**config.mk**
```make
export PLATFORM = sky130hd
export DESIGN_NAME = writeback_arbiter
export DESIGN_NICKNAME = d
export VERILOG_FILES = /design/src/rtl/wb_pkg.sv /design/src/rtl/wb_fifo.sv /design/src/rtl/writeback_arbiter.sv
export SDC_FILE = /design/constraint.sdc
export NUM_CORES = 1
export LEC_CHECK = 0
export CAP_MARGIN = 20
export CORE_ASPECT_RATIO = 0.8
export CORE_MARGIN = 2
export CORE_UTILIZATION = 28
export CTS_CLUSTER_DIAMETER = 80
export DETAILED_ROUTE_END_ITERATION = 7
export PLACE_DENSITY = 0.52
export REMOVE_ABC_BUFFERS = 1
export SYNTH_ARGS = -nofsm -noshare
export SYNTH_HDL_FRONTEND = slang
export SYNTH_HIERARCHICAL = 1
export SYNTH_SLANG_ARGS = --single-unit
```
**constraint.sdc**
```tcl
create_clock -name clk -period 4 [get_ports clk]
set_input_delay 0.8 -clock clk [delete_from_list [all_inputs] [get_ports clk]]
set_output_delay 0.8 -clock clk [all_outputs]
set_load 0.05 [all_outputs]
```
**src/rtl/wb_pkg.sv**
```systemverilog
// Shared writeback definitions: register-file geometry, queued-entry layout and select codes.
// Decode also imports this package to size its view of pend_mask.
package wb_pkg;

    localparam int unsigned REG_ADDR_W   = 5;
    localparam int unsigned NUM_REGS     = 32;
    localparam int unsigned WB_WORD_SIZE = 16;

    typedef struct packed {
        logic                    live;
        logic [REG_ADDR_W-1:0]   rd;
        logic [WB_WORD_SIZE-1:0] data;
    } wb_entry_t;

    typedef enum logic [1:0] {
        SEL_IDLE,
        SEL_ALU,
        SEL_FIFO
    } wb_sel_e;

endpackage

```
**src/rtl/wb_fifo.sv**
```systemverilog
// Circular load-result buffer with per-entry kill-by-rd and a live/rd view of every slot.
// An entry's live bit is cleared when it pops, so the live view covers occupied slots only.
module wb_fifo
    import wb_pkg::*;
#(
    parameter int unsigned WORD_SIZE = 16,
    parameter int unsigned DEPTH     = 4,
    localparam int unsigned PTR_W    = $clog2(DEPTH),
    localparam int unsigned CNT_W    = PTR_W + 1
) (
    input  logic                                  clk,
    input  logic                                  rst,
    input  logic                                  push,
    input  logic                                  push_live,
    input  logic [REG_ADDR_W-1:0]                 push_rd,
    input  logic [WORD_SIZE-1:0]                  push_data,
    input  logic                                  pop,
    input  logic                                  kill_en,
    input  logic [REG_ADDR_W-1:0]                 kill_rd,
    output logic [CNT_W-1:0]                      count,
    output logic                                  head_live,
    output logic [REG_ADDR_W-1:0]                 head_rd,
    output logic [WORD_SIZE-1:0]                  head_data,
    output logic [DEPTH-1:0]                      live_view,
    output logic [DEPTH-1:0][REG_ADDR_W-1:0]      rd_view
);

    logic [PTR_W-1:0]                  rptr;
    logic [PTR_W-1:0]                  wptr;
    logic [DEPTH-1:0]                  live_q;
    logic [DEPTH-1:0][REG_ADDR_W-1:0]  rd_q;
    logic [DEPTH-1:0][WORD_SIZE-1:0]   data_q;

    // Kill is applied before the push so a same-cycle push keeps the live value it was given.
    always_ff @(posedge clk or negedge rst) begin
        if (!rst) begin
            rptr   <= '0;
            wptr   <= '0;
            count  <= '0;
            live_q <= '0;
            rd_q   <= '0;
            data_q <= '0;
        end else begin
            if (kill_en) begin
                for (int unsigned i = 0; i < DEPTH; i++) begin
                    if (rd_q[i] == kill_rd) begin
                        live_q[i] <= 1'b0;
                    end
                end
            end
            if (pop) begin
                live_q[rptr] <= 1'b0;
                rptr         <= rptr + PTR_W'(1);
            end
            if (push) begin
                live_q[wptr] <= push_live;
                rd_q[wptr]   <= push_rd;
                data_q[wptr] <= push_data;
                wptr         <= wptr + PTR_W'(1);
            end
            case ({push, pop})
                2'b10:   count <= count + CNT_W'(1);
                2'b01:   count <= count - CNT_W'(1);
                default: count <= count;
            endcase
        end
    end

    assign head_live = live_q[rptr];
    assign head_rd   = rd_q[rptr];
    assign head_data = data_q[rptr];
    assign live_view = live_q;
    assign rd_view   = rd_q;

endmodule

```
**src/rtl/writeback_arbiter.sv**
```systemverilog
// Merges ALU and load results onto one registered register-file write port, ALU first,
// and publishes the mask of registers whose writes are still in flight.
module writeback_arbiter
    import wb_pkg::*;
#(
    parameter int unsigned WORD_SIZE = 16,
    parameter int unsigned DEPTH     = 4
) (
    input  logic                  clk,
    input  logic                  rst,
    input  logic                  alu_valid,
    input  logic [REG_ADDR_W-1:0] alu_rd,
    input  logic [WORD_SIZE-1:0]  alu_data,
    input  logic                  ld_valid,
    output logic                  ld_ready,
    input  logic [REG_ADDR_W-1:0] ld_rd,
    input  logic [WORD_SIZE-1:0]  ld_data,
    output logic                  wb_en,
    output logic [REG_ADDR_W-1:0] wb_rd,
    output logic [WORD_SIZE-1:0]  wb_data,
    output logic [NUM_REGS-1:0]   pend_mask
);

    localparam int unsigned CNT_W = $clog2(DEPTH) + 1;
    localparam logic [CNT_W-1:0] FULL_COUNT = CNT_W'(DEPTH);

    logic                             alu_write;
    logic                             push;
    logic                             push_live;
    logic                             pop;
    logic [CNT_W-1:0]                 fifo_count;
    logic                             head_live;
    logic [REG_ADDR_W-1:0]            head_rd;
    logic [WORD_SIZE-1:0]             head_data;
    logic [DEPTH-1:0]                 live_view;
    logic [DEPTH-1:0][REG_ADDR_W-1:0] rd_view;
    wb_sel_e                          sel;

    assign alu_write = alu_valid && (alu_rd != '0);
    assign ld_ready  = rst && (fifo_count < FULL_COUNT);
    assign push      = ld_valid && ld_ready && (ld_rd != '0);
    // A load arriving alongside an ALU write to the same rd is the older value: queue it dead.
    assign push_live = !(alu_write && (alu_rd == ld_rd));
    assign pop       = (sel == SEL_FIFO);

    always_comb begin
        sel = SEL_IDLE;
        if (alu_write) begin
            sel = SEL_ALU;
        end else if (fifo_count != '0) begin
            sel = SEL_FIFO;
        end
    end

    wb_fifo #(
        .WORD_SIZE (WORD_SIZE),
        .DEPTH     (DEPTH)
    ) u_fifo (
        .clk       (clk),
        .rst       (rst),
        .push      (push),
        .push_live (push_live),
        .push_rd   (ld_rd),
        .push_data (ld_data),
        .pop       (pop),
        .kill_en   (alu_write),
        .kill_rd   (alu_rd),
        .count     (fifo_count),
        .head_live (head_live),
        .head_rd   (head_rd),
        .head_data (head_data),
        .live_view (live_view),
        .rd_view   (rd_view)
    );

    always_ff @(posedge clk or negedge rst) begin
        if (!rst) begin
            wb_en   <= 1'b0;
            wb_rd   <= '0;
            wb_data <= '0;
        end else begin
            case (sel)
                SEL_ALU: begin
                    wb_en   <= 1'b1;
                    wb_rd   <= alu_rd;
                    wb_data <= alu_data;
                end
                SEL_FIFO: begin
                    wb_en <= head_live;
                    if (head_live) begin
                        wb_rd   <= head_rd;
                        wb_data <= head_data;
                    end
                end
                default: wb_en <= 1'b0;
            endcase
        end
    end

    always_comb begin
        pend_mask = '0;
        for (int unsigned i = 0; i < DEPTH; i++) begin
            if (live_view[i]) begin
                pend_mask[rd_view[i]] = 1'b1;
            end
        end
        if (wb_en) begin
            pend_mask[wb_rd] = 1'b1;
        end
        pend_mask[0] = 1'b0;
    end

endmodule

```
# Word-level counts from Yosys, hierarchy flattened
# Cells that the tools add are included.
# totals
reg_bits,117
latchBits,0
mem_bits_rw,0
romBits,0
inputBits,46
output_inout_bits,55
elab_cells,116
memories,0
# op_classes
n_addsub,4
n_mul,0
n_div,0
n_lt_le_gt_ge,15
n_eq_ne,10
shifts,0
n_mux,47
bitwise,6
n_reduce_logical,19
# ops
op,count
32-bit 2-to-1 mux,5
32-bit OR,4
64-bit bitwise mux,1
16-bit 2-to-1 mux,3
16-bit binary-select mux with 2-bit select,1
16-bit demux with 2-bit select,1
16-bit case mux with 2 select lines,1
"5-bit by 6-bit < comparator with 1-bit output, second input constant",5
1-bit demux with 5-bit select,5
5-bit == test,5
"5-bit by 1-bit greater-or-equal comparator with 1-bit output, second input constant",5
20-bit bitwise mux,1
5-bit 2-to-1 mux,3
1-bit logical AND,12
1-bit 2-to-1 mux,12
4-bit 2-to-1 mux,3
5-bit binary-select mux with 2-bit select,1
5-bit demux with 2-bit select,1
5-bit case mux with 2 select lines,1
5-bit nonzero test,2
"2-bit by 3-bit < comparator with 1-bit output, second input constant",2
3-bit case mux with 2 select lines,1
"2-bit by 1-bit adder with 2-bit output, second input constant",2
4-bit bitwise AND,1
other kinds (17),23

# Longest topological paths before layout
# logic_depth
ltp_word,13
ltp_mapped,11
mapped_depth_nobuf,10

# Hierarchy
# Netlist, hierarchy kept.
# modules_own_cells
module,n_inst,cells_each,area_each_um2,seq_area_each_um2
wb_fifo,1,291,4673.2,2377.3
writeback_arbiter,1,309,2573.7,550.5

# Worst setup path before layout
# OpenSTA, ideal clock, no wires.
# synth_path
path_kind,input -> register
start,input alu_rd[1]
end,register u_fifo.count[2]
setup_time_ns,0.079
t_arrival_ns,2.961
t_required_ns,3.921
slack_ns,0.959
stages,11
n_path_buf,1
cell_sequence,or4_4 o21ai_4 buf_12 inv_4 nor2_1 ha_1 inv_1 fa_1 xor2_1 nor2_1 xor2_1
# synth_via
elab_chain_cells,6
elab_cells_between_ends,8
classes_between,eq/ne (3); mux (2); reduce/logical (3)
# synth_rtl
element,line,text
"start, declared",writeback_arbiter.sv:12,"input logic [REG_ADDR_W-1:0] alu_rd,"
5-bit nonzero test (*),writeback_arbiter.sv:39,assign alu_write = alu_valid && (alu_rd != '0);
1-bit logical AND (*),writeback_arbiter.sv:39,
named net alu_write,writeback_arbiter.sv:27,logic alu_write;
2-bit 2-to-1 mux (*),writeback_arbiter.sv:48,if (alu_write) begin
2-bit == test (*),writeback_arbiter.sv:44,assign pop = (sel == SEL_FIFO);
named net pop,writeback_arbiter.sv:30,logic pop;
2-bit by 1-bit == test with 1-bit output or 2-bit == test (tied branches),wb_fifo.sv:61,"case ({push, pop})"
3-bit case mux with 2 select lines or 2-bit nonzero test (tied branches),--,
"end signal, assigned",wb_fifo.sv:62,2'b10: count <= count + CNT_W'(1);
"end signal, assigned",wb_fifo.sv:63,2'b01: count <= count - CNT_W'(1);
"end signal, assigned",wb_fifo.sv:64,default: count <= count;
"end, declared",wb_fifo.sv:20,"output logic [CNT_W-1:0] count,"
# The timed path passes the listed nets; every way through them passes the cells marked *.
# A chain may end at the register's enable or synchronous reset.

# Worst setup path after layout
# layout_path
start,register u_fifo.rd_q (netlist bit u_fifo/rd_view[2])
end,output pend_mask[7]
# layout_via
elab_chain_cells,13
elab_cells_between_ends,14
classes_between,order compare (2); mux (7); bitwise (4); reduce/logical (1)
# layout_rtl
element,line,text
"start, declared",wb_fifo.sv:31,logic [DEPTH-1:0][REG_ADDR_W-1:0] rd_q;
"start signal, assigned by index",wb_fifo.sv:57,rd_q[wptr] <= push_rd;
5-bit by 6-bit < comparator with 1-bit output (not written as such) or 5-bit by 1-bit greater-or-equal comparator with 1-bit output (tied branches),writeback_arbiter.sv:104,pend_mask[rd_view[i]] = 1'b1;
1-bit logical AND (not written as such),writeback_arbiter.sv:104,
1-bit 2-to-1 mux (not written as such),writeback_arbiter.sv:104,
1-bit demux with 5-bit select (*),writeback_arbiter.sv:104,
32-bit 2-to-1 mux (*),writeback_arbiter.sv:103,if (live_view[i]) begin
32-bit OR (no line),--,
32-bit 2-to-1 mux (*),writeback_arbiter.sv:103,
32-bit OR (no line),--,
32-bit 2-to-1 mux (*),writeback_arbiter.sv:103,
32-bit OR (no line),--,
32-bit 2-to-1 mux (*),writeback_arbiter.sv:103,
32-bit OR (no line),--,
32-bit 2-to-1 mux (*),writeback_arbiter.sv:107,if (wb_en) begin
"end, declared",writeback_arbiter.sv:21,output logic [NUM_REGS-1:0] pend_mask
# Every way passes the cells marked *; elsewhere a longest branch is shown, timed or not.

==> results.sh <==
export IMPL_status="complete, no violations"
export IMPL_leakage_nw=3.882
export IMPL_vias=5430
export IMPL_die_w_um=183.9
export IMPL_drtIter0Drc=453
export IMPL_finish_instance_area_um2=9220
export IMPL_yosysWarnings=6
export IMPL_area_delta_synth_final_pct=27.23
export IMPL_use_met1=0.2225
export IMPL_grt_max_degree=118
export IMPL_cts_buffer_depth=2
export IMPL_start_util=0.2856
export IMPL_synth_seq_area_share=0.4040
export IMPL_syn_area_um2=7247
export IMPL_syn_avg_cell_area_um2=12.08
export IMPL_synthCells=600
export IMPL_setup_violations=0
export IMPL_finalClockSkew_ns=0.009772
export IMPL_drt_total_wl_um=20220
export IMPL_cts_resized=0
export IMPL_first_global_vias=5515
export IMPL_async_flop_share=1.000
export IMPL_endpoint_kind="output pin"
export IMPL_fin_crit_ns=3.758
export IMPL_vias_per_cell=5.216
export IMPL_place_inst=1008
export IMPL_top_usage_layer="met2"
export IMPL_wl_per_cell_um=19.43
export IMPL_place_gp_congestion=0.8634
export IMPL_htree_levels=4
export IMPL_power_density_nw_per_um2=839.9
export IMPL_tightest_slew_ns=0.7800
export IMPL_postCtsSetupBuffers=0
export IMPL_r2r_cells=5
export IMPL_maxCapViolations=0
export IMPL_drive_gt1_frac=0.2765
export IMPL_regArea_um2=2928
export IMPL_core_area_um2=25370
export IMPL_antenna_found_initial=1
export IMPL_cts_hold_buffers=0
export IMPL_multi_input_area_um2=4073
export IMPL_die_height_um=147.9
export IMPL_tritoncts="yes"
export IMPL_drcViolationCount=0
export IMPL_hp_class="reg2reg"
export IMPL_finalCritPeriodShare=0.9396
export IMPL_cts_root_buf="clkbuf_16"
export IMPL_die_area_um2=27190
export IMPL_num_io_pins=101
export IMPL_yosysUniqueCellTypes=47
export IMPL_clock_sinks=117
export IMPL_grt_overflow=0
export IMPL_required_ns=3.20
export IMPL_r2r_setup_slack_ns=1.69
export IMPL_cts_buffers=17
export IMPL_worstPathArrival_ns=2.96
export IMPL_dp_hpwl_um=13470
export IMPL_yosysTopAreaCell="dfrtp_1"
export IMPL_worstPathMaxFanout=11
export IMPL_start_kind="flip-flop"
export IMPL_worst_r2r_endpoint="wb_data[0]"
export IMPL_final_nets=759
export IMPL_synth_top_cell_area_share=0.4040
export IMPL_gr_usage_all_layers=0.1532
export IMPL_clk_pin_slew_worst_paths_ns=0.06
export IMPL_slew_viol_final=0
export IMPL_r2r_start="u_fifo/live_view[3]"
export IMPL_use_met3=0.03523
export IMPL_nFillCells=2496
export IMPL_grtUsageMet2=0.2309
export IMPL_fmax_ghz=0.2661
export IMPL_hold_viol_final=0
export IMPL_numPortBuffers=99
export IMPL_peakVddDrop_uv=402.2
export IMPL_fin_cells=1041
export IMPL_first_pass_iters=5
export IMPL_hold_depth=1
export IMPL_clock_latency_ns=0.42
export IMPL_slew_headroom=0.4729
export IMPL_synth_area_leaders="dfrtp_1, mux2_2, mux2_4, mux4_2, xor2_1"
export IMPL_setup_tns_ns=0
export IMPL_hold_end="u_fifo/data_q[38]"
export IMPL_antenna_left=0
export IMPL_grt_pass1_wl_um=32200
export IMPL_rows=52
export IMPL_synth_ff_type="dfrtp_1"
export IMPL_crit_type="reg2out"
export IMPL_synth_edf_count=0
export IMPL_rsz0062_at_grt="false"
export IMPL_place_area_um2=8561
export IMPL_min_from="u_fifo/data_q[38]"
export IMPL_ys_ff_latch=117
[registers in the layout, summed over array words and instances (netlist names), 2 cells and up]
register	flops
wb_rd	5
u_fifo/rd_view	20
u_fifo/count	3
u_fifo/live_view	4
wb_data	16
u_fifo/data_q	64
u_fifo/rptr	2
u_fifo/wptr	2
[through the flow]
step	hold slack, ns	util	total power [mW]	setup WS, ns
floorplan	0.4708	-	4.897	0.4904
global placement	0.4814	0.3374	6.034	0.5754
detailed placement	0.4871	0.3374	6.052	0.5147
CTS	0.5016	0.3633	7.775	0.3086
global route	0.5071	0.3633	8.193	0.1156
finish	0.5003	0.3634	7.744	0.2415
[critical path: stages, from the launching register on]
cell and delay, ns:
dfrtp_1 0.58, nor4bb_1 0.73, a32oi_1 0.28, nand4_1 0.16, clkdlybuf4s50_1 0.81
[placed cells by master (no fill, tap or decap), drive strengths merged, types with 9 or more instances in the layout]
cell	count
nand4	10
nand4b	15
mux2	116
a22oi	22
xor2	23
clkbuf	20
nand3	23
mux4	22
o22ai	28
nand2	34
buf	18
or3	12
clkdlybuf4s50	97
dfrtp	117
nor3	15
o21ai	9
nor2b	11
nor4bb	15
inv	10
nand2b	10
ha	9
nor2	20
[worst max-delay path by stage]
stage | start | end
2_1_floorplan | rst | u_fifo/data_q[32]
3_3_place_gp | alu_rd[4] | u_fifo/count[2]
3_5_place_dp | alu_rd[4] | u_fifo/count[2]
4_1_cts | u_fifo/rd_view[2] | pend_mask[7]
5_1_grt | u_fifo/rd_view[2] | pend_mask[7]
6_report | u_fifo/rd_view[2] | pend_mask[7]
[per-layer routing]
| metal | share of wire | vias up |
|---|---|---|
| li1 | - | 2519 |
| met1 | 0.49 | 2695 |
| met2 | 0.44 | 201 |
| met3 | 0.065 | 15 |
| met4 | 0.0083 | 0 |
| met5 | 0 | - |
[cell type report]
| cell class | instances | share of cell area |
|---|---|---|
| Sequential cell | 117 | 0.3175 |
| Tap cell | 324 | 0.04397 |
| Timing Repair Buffer | 115 | 0.1213 |
| Antenna cell | 1 | 0.0002714 |
| Inverter | 9 | 0.003935 |
| Multi-Input combinational cell | 443 | 0.4417 |
| Clock inverter | 12 | 0.02171 |
| Clock buffer | 20 | 0.04953 |
[cells in the mapped netlist (all sizes together) (2+ instances only)]
cell type / count
a22oi: 22
a31oi: 4
a32oi: 4
a41oi: 4
and3: 4
buf: 19
clkbuf: 12
dfrtp: 117
ha: 9
inv: 9
mux2: 116
mux2i: 5
mux4: 22
nand2: 34
nand2b: 10
nand3: 23
nand4: 10
nand4b: 15
nor2: 20
nor2b: 11
nor3: 15
nor4: 4
nor4b: 5
nor4bb: 15
o21ai: 9
o22ai: 28
or2: 2
or3: 12
or4: 5
xnor2: 7
xor2: 23
[kinds of logic after synthesis]
kind of cell | after synthesis | synth area share
mux | 143 | 0.2794
flops | 117 | 0.4040
xor+xnor | 30 | 0.03626
compound gates | 73 | 0.07217
buf+inv | 40 | 0.03591
fa+ha+maj | 10 | 0.01830
simple gates | 186 | 0.1535
other cells | 1 | 0.0005175
[power by group]
group	total, mW	switching (mW)	internal (mW)
Sequential	2.56	0.804	1.76
Clock	1.69	0.549	1.14
Combinational	3.50	1.73	1.76
Total	7.74	3.09	4.66
Note: power is estimated with default switching activity, not from simulation.
